--- config.mk ---
export PLATFORM = sky130hd
export DESIGN_NAME = hazard_track_unit
export DESIGN_NICKNAME = d
export VERILOG_FILES = /design/src/rtl/hazard_track_unit.sv
export SDC_FILE = /design/constraint.sdc
export NUM_CORES = 1
export LEC_CHECK = 0
export ABC_CLOCK_PERIOD_IN_PS = 2300
export BUFFER_PORTS_ARGS = -buffer_cell sky130_fd_sc_hd__buf_2
export CORE_UTILIZATION = 30
export CTS_CLUSTER_SIZE = 10
export DETAILED_ROUTE_END_ITERATION = 10
export SLEW_MARGIN = 20
export SYNTH_ARGS = -nofsm -noshare
export SYNTH_HDL_FRONTEND = slang
export SYNTH_SLANG_ARGS = --single-unit
--- constraint.sdc ---
create_clock -name clk -period 2.3 [get_ports clk]
set_input_delay 0 -clock clk [delete_from_list [all_inputs] [get_ports clk]]
set_output_delay 0 -clock clk [all_outputs]
set_load 0.1 [all_outputs]
--- src/rtl/hazard_track_unit.sv ---
// -----------------------------------------------------------------------------
// hazard_track_unit
//
// Purpose:
//   Tracks the hazard-relevant fields of the ID/EX, EX/MEM and MEM/WB pipeline
//   registers (register numbers, write-enable and load flags). These registered
//   fields feed the EX-stage forwarding unit directly.
//   The unit detects load-use and ecall-operand hazards for the instruction in
//   ID, and produces the PC / IF-ID stall enables. It inserts ID/EX bubbles.
//   It also sequences the pipeline drain after a halting ecall.
//
// Ports:
//   clk, reset            clock, synchronous active-high reset
//   if_id_*               fields of the instruction currently in ID
//   ecall_halt_req        a7 value read in ID equals 10 (WB forwarding included)
//   pc_write, if_id_write front-end update enables (0 = stall / frozen)
//   id_ex_*, ex_mem_*,
//   mem_wb_*              registered pipeline fields for the forwarding unit
//   is_halted             pipeline fully drained after a halting ecall
//   stall_count           number of stall cycles (0 unless the counter is built)
//
// Configuration:
//   HAZARD_STALL_CNT_EN   when defined, builds a saturating 32-bit counter of
//                         RUN-state stall cycles. When undefined, stall_count
//                         is tied to 0 and no counter register exists.
// -----------------------------------------------------------------------------
module hazard_track_unit #(
  parameter int DRAIN_CYCLES = 3,
  parameter int ECALL_REG    = 17
) (
  input  logic        clk,
  input  logic        reset,
  input  logic        if_id_valid,
  input  logic [4:0]  if_id_rs1,
  input  logic [4:0]  if_id_rs2,
  input  logic        if_id_use_rs1,
  input  logic        if_id_use_rs2,
  input  logic [4:0]  if_id_rd,
  input  logic        if_id_reg_write,
  input  logic        if_id_mem_read,
  input  logic        if_id_is_ecall,
  input  logic        ecall_halt_req,
  output logic        pc_write,
  output logic        if_id_write,
  output logic [4:0]  id_ex_rs1_num,
  output logic [4:0]  id_ex_rs2_num,
  output logic [4:0]  id_ex_rd,
  output logic        id_ex_reg_write,
  output logic        id_ex_mem_read,
  output logic [4:0]  ex_mem_rd,
  output logic        ex_mem_reg_write,
  output logic [4:0]  mem_wb_rd,
  output logic        mem_wb_reg_write,
  output logic        is_halted,
  output logic [31:0] stall_count
);

  localparam logic [4:0] ECALL_NUM  = ECALL_REG[4:0];
  localparam logic [2:0] DRAIN_LOAD = 3'(DRAIN_CYCLES - 1);

  typedef enum logic [1:0] {
    RUN    = 2'd0,
    DRAIN  = 2'd1,
    HALTED = 2'd2
  } state_t;

  state_t     state, state_next;
  logic [2:0] drain_cnt, drain_cnt_next;
  logic       load_use, ecall_wait, stall_raw, stall, bubble;

  // Hazard detection on the ID instruction. x0 never counts as a producer
  // for load-use. The ecall compare needs no x0 guard because ECALL_NUM is
  // nonzero. A MEM/WB producer of a7 is covered by WB internal forwarding,
  // so only the ID/EX and EX/MEM stages can hold a pending a7 write.
  always_comb begin
    load_use = if_id_valid & id_ex_mem_read & id_ex_reg_write & (id_ex_rd != 5'd0) &
               ((if_id_use_rs1 & (if_id_rs1 == id_ex_rd)) |
                (if_id_use_rs2 & (if_id_rs2 == id_ex_rd)));
    ecall_wait = if_id_valid & if_id_is_ecall &
                 ((id_ex_reg_write & (id_ex_rd == ECALL_NUM)) |
                  (ex_mem_reg_write & (ex_mem_rd == ECALL_NUM)));
    stall_raw = load_use | ecall_wait;
    stall     = (state == RUN) & stall_raw;
  end

  // Next-state and front-end control. Outside RUN the front end is frozen
  // and ID/EX is fed bubbles so in-flight instructions drain out.
  always_comb begin
    state_next     = state;
    drain_cnt_next = drain_cnt;
    pc_write       = 1'b0;
    if_id_write    = 1'b0;
    bubble         = 1'b1;
    case (state)
      RUN: begin
        pc_write    = ~stall;
        if_id_write = ~stall;
        bubble      = stall | ~if_id_valid;
        if (if_id_valid & if_id_is_ecall & ~stall & ecall_halt_req) begin
          state_next     = DRAIN;
          drain_cnt_next = DRAIN_LOAD;
        end
      end
      DRAIN: begin
        if (drain_cnt == 3'd0) begin
          state_next = HALTED;
        end else begin
          drain_cnt_next = drain_cnt - 3'd1;
        end
      end
      HALTED: begin
        state_next = HALTED;
      end
      default: begin
        state_next = RUN;
      end
    endcase
  end

  assign is_halted = (state == HALTED);

  // State register and the three pipeline field stages. The stages shift
  // on every edge; a bubble zeroes every ID/EX field so it can never look
  // like a producer downstream.
  always_ff @(posedge clk) begin
    if (reset) begin
      state            <= RUN;
      drain_cnt        <= 3'd0;
      id_ex_rs1_num    <= 5'd0;
      id_ex_rs2_num    <= 5'd0;
      id_ex_rd         <= 5'd0;
      id_ex_reg_write  <= 1'b0;
      id_ex_mem_read   <= 1'b0;
      ex_mem_rd        <= 5'd0;
      ex_mem_reg_write <= 1'b0;
      mem_wb_rd        <= 5'd0;
      mem_wb_reg_write <= 1'b0;
    end else begin
      state            <= state_next;
      drain_cnt        <= drain_cnt_next;
      mem_wb_rd        <= ex_mem_rd;
      mem_wb_reg_write <= ex_mem_reg_write;
      ex_mem_rd        <= id_ex_rd;
      ex_mem_reg_write <= id_ex_reg_write;
      if (bubble) begin
        id_ex_rs1_num   <= 5'd0;
        id_ex_rs2_num   <= 5'd0;
        id_ex_rd        <= 5'd0;
        id_ex_reg_write <= 1'b0;
        id_ex_mem_read  <= 1'b0;
      end else begin
        id_ex_rs1_num   <= if_id_rs1;
        id_ex_rs2_num   <= if_id_rs2;
        id_ex_rd        <= if_id_rd;
        id_ex_reg_write <= if_id_reg_write;
        id_ex_mem_read  <= if_id_mem_read;
      end
    end
  end

`ifdef HAZARD_STALL_CNT_EN
  logic [31:0] stall_cnt_q;

  // Saturating count of cycles lost to stalls in RUN.
  always_ff @(posedge clk) begin
    if (reset) begin
      stall_cnt_q <= 32'd0;
    end else if (stall && (stall_cnt_q != 32'hFFFF_FFFF)) begin
      stall_cnt_q <= stall_cnt_q + 32'd1;
    end
  end

  assign stall_count = stall_cnt_q;
`else
  assign stall_count = 32'd0;
`endif

endmodule

==> metrics.md <==
| Metric | Value |
|---|---|
| F_max | `around 450 MHz` |
| Via count | `1253` |
| Fin nets | `274` |
| CTS tree | `built` |
| Setup TNS | `0 ns` |
| Die Span X | `around 76 microns` |
| H-Tree Depth | `2` |
| Top cells by area, synth | `dfxtp_1 (42%), buf_4 (15%), xnor2_1 (5.4%)` |
| Required @ worst endpoint | `2.30 ns` |
| Global Route Usage Sum | `12.4%` |
| Setup crit start kind | `flip-flop` |
| ANT nets after route | `0` |
| Vias per cell | `3.97` |
| Initial antenna violation count | `0` |
| Worst-path maximum fanout | `5` |
| # Post-CTS Setup Buffers | `0` |
| Synth warn | `0` |
| Crit path capture type | `output port` |
| Synth cell types | `34` |
| Commonest cells after routing, fill and taps aside | `buf_2 (55), conb_1 (32), dfxtp_1 (26), dlygate4sd3_1 (17), nor2b_1 (12)` |
| Outcome | `finished, final reports clean` |
| Hold Fails Final Rpt | `0` |
| CTS max path bufs | `2` |
| Layout cells sized above 1 | `around a third` |
| Max Slew Vio Count | `0` |
| RSZ-0062 raised after global routing | `no` |
| Leading cell type in the layout, fill and taps excluded | `buf_2` |
| Register Area | `between 600 and 700 sq um` |
| DRC | `0` |
| Top cell type's share of synthesized area | `a little over two fifths` |
| Global route overflow | `0` |
| Max VDD drop | `roughly 0.31 mV` |
| WL final | `~3.3 mm` |
| Cell Area, Synth | `around 0.0016 sq mm` |
| Clock buffer count from CTS | `5` |
| Sequential-to-total area share from yosys stat | `between 40% and 50%` |
| Global-route wire length before repair | `just over 5 mm` |
| CTS root buf | `clkbuf_8` |
| Antenna Diode Count | `0` |
| Final setup fails | `0` |
| Final worst path period need | `~2.2 ns` |
| Synth area leader | `dfxtp_1` |
| HPWL after DPL | `about 2.4 mm` |
| Min-delay worst type | `in2reg` |
| Initial Util | `31.4%` |
| Boundary Pins | `slightly below 90` |
| Leakage | `1.07 nW` |
| Clk sink count | `34` |
| Core ar. | `0.00517 sq mm` |
| Area growth syn-to-layout | `32.3%` |
| # resized after CTS | `0` |
| Max-cap violations | `0` |
| Worst Setup Path Type | `reg2out` |
| Yosys reg bits | `34` |
| Period utilization | `96.2%` |
| Wirelength per Cell | `10.5 microns` |
| Cell row count | `26` |
| Design area | `roughly 0.0021 sq mm` |
| Synth Area per Inst | `just under 10 sq um` |
| Synth Instances | `around 170` |
| Die area | `0.00572 sq mm` |
| Multi-input gate area | `around 780 sq um` |
| PwrDens | `745 mW/mm^2` |
| Die span in y | `approximately 76 microns` |
| Worst-skew pair later-pin latency | `between 0.2 and 0.3 ns` |
| Filler cell count | `between 500 and 600` |
| # port buffers | `55` |
| CP arrival | `about 2.2 ns` |
| First-pass DRT Iterations | `4` |
| Vias in the first global route | `about 1100` |
| Core Util, Final | `around two fifths` |
| Initial DRC count | `38` |
| Largest net degree at the start of global routing | `19` |
| Clk_skew | `0.00789 ns` |
| Placed Area | `approximately 0.0019 sq mm` |
| RD Place Congestion | `approximately 0.76` |
| Reg clk slew, reported paths | `about 0.07 ns` |
## final cells by class
type	instances	share of cell area (%)
tap	70	4.07
clock inverter	2	0.407
timing repair buffer	76	22.1
multi-input combinational	120	36.3
inverter	8	1.40
clock buffer	6	3.38
sequential	34	32.4
## worst max-delay path: stages, from the launching register on
cell     delay (ns)
dfxtp_4        0.36
or3_1          0.39
or3_1          0.34
and4_4         0.24
a21oi_4        0.16
buf_2          0.44
## cell usage after synthesis, drive strengths merged
cell type	n
o22ai	2
inv	8
clkbuf	1
a21boi	1
o21a	3
and2	18
nor2	4
conb	1
nand4	3
nor3b	1
or4b	1
o211a	2
nand2	4
nor2b	12
a41o	1
nand3	3
mux2	1
a21oi	3
dfxtp	34
and4b	1
or3	2
ha	5
a211oi	1
a2111oi	2
o31a	1
xnor2	10
nor3	3
buf	34
and4	1
o21ai	3
## final timing paths
check	from	depth (start not counted)	slack [ns]	to
max reg2reg	id_ex_rd[1]	6	0.15	drain_cnt[1]
max	id_ex_rd[1]	5	0.09	pc_write
min reg2reg	ex_mem_rd[1]	1	0.47	mem_wb_rd[1]
min	reset	2	0.1	mem_wb_rd[2]
## per-stage QoR
step | std cells | total power, mW | hold WS (ns) | setup WS [ns]
after floorplan | 197 | 1.16 | 0.0716 | 0.00156
after global placement | 291 | 1.18 | 0.204 | 0.198
after detailed placement | 291 | 1.18 | 0.203 | 0.191
after CTS | 316 | 1.62 | 0.107 | 0.0833
after global routing | 316 | 1.68 | 0.119 | 0.00257
final | 316 | 1.60 | 0.0972 | 0.0873
## power by group
part           total [mW]  switching (mW)  internal, mW
clock               0.410           0.203         0.208
sequential          0.630          0.0168         0.614
combinational       0.561           0.463        0.0987
## state kept, by name, indices dropped and copies added (netlist names), 2 cells and up
register,count
id_ex_rd,5
state,2
ex_mem_rd,5
id_ex_rs1_num,5
drain_cnt,3
id_ex_rs2_num,5
mem_wb_rd,5
## what timing repair did
action,in CTS,in global routing
hold buffers,17,0
endpoints found under the hold margin,17,0
setup endpoints to repair,0,0
## kinds of logic (layout without fill, tap and decap cells)
group / count (synthesis) / count (layout) / synth area share, %
AND/OR/NAND/NOR: 53 / 53 / 20.2
other: 1 / 32 / 0.231
multiplexers: 1 / 1 / 0.693
XOR/XNOR: 10 / 10 / 5.39
AO/OA/AOI/OAI: 19 / 19 / 9.78
flip-flops: 34 / 34 / 41.9
buffers and inverters: 43 / 92 / 18.0
adder cells (fa/ha/maj): 5 / 5 / 3.85
## metal layers
metal	wire, microns	part of all wire (%)	track usage [%]
met5	0	0	0
met4	37	1.1	5.56
met3	180	5.4	3.31
met2	1610	48	19.5
met1	1500	45	15.8
Note: power is estimated with default switching activity, not from simulation.
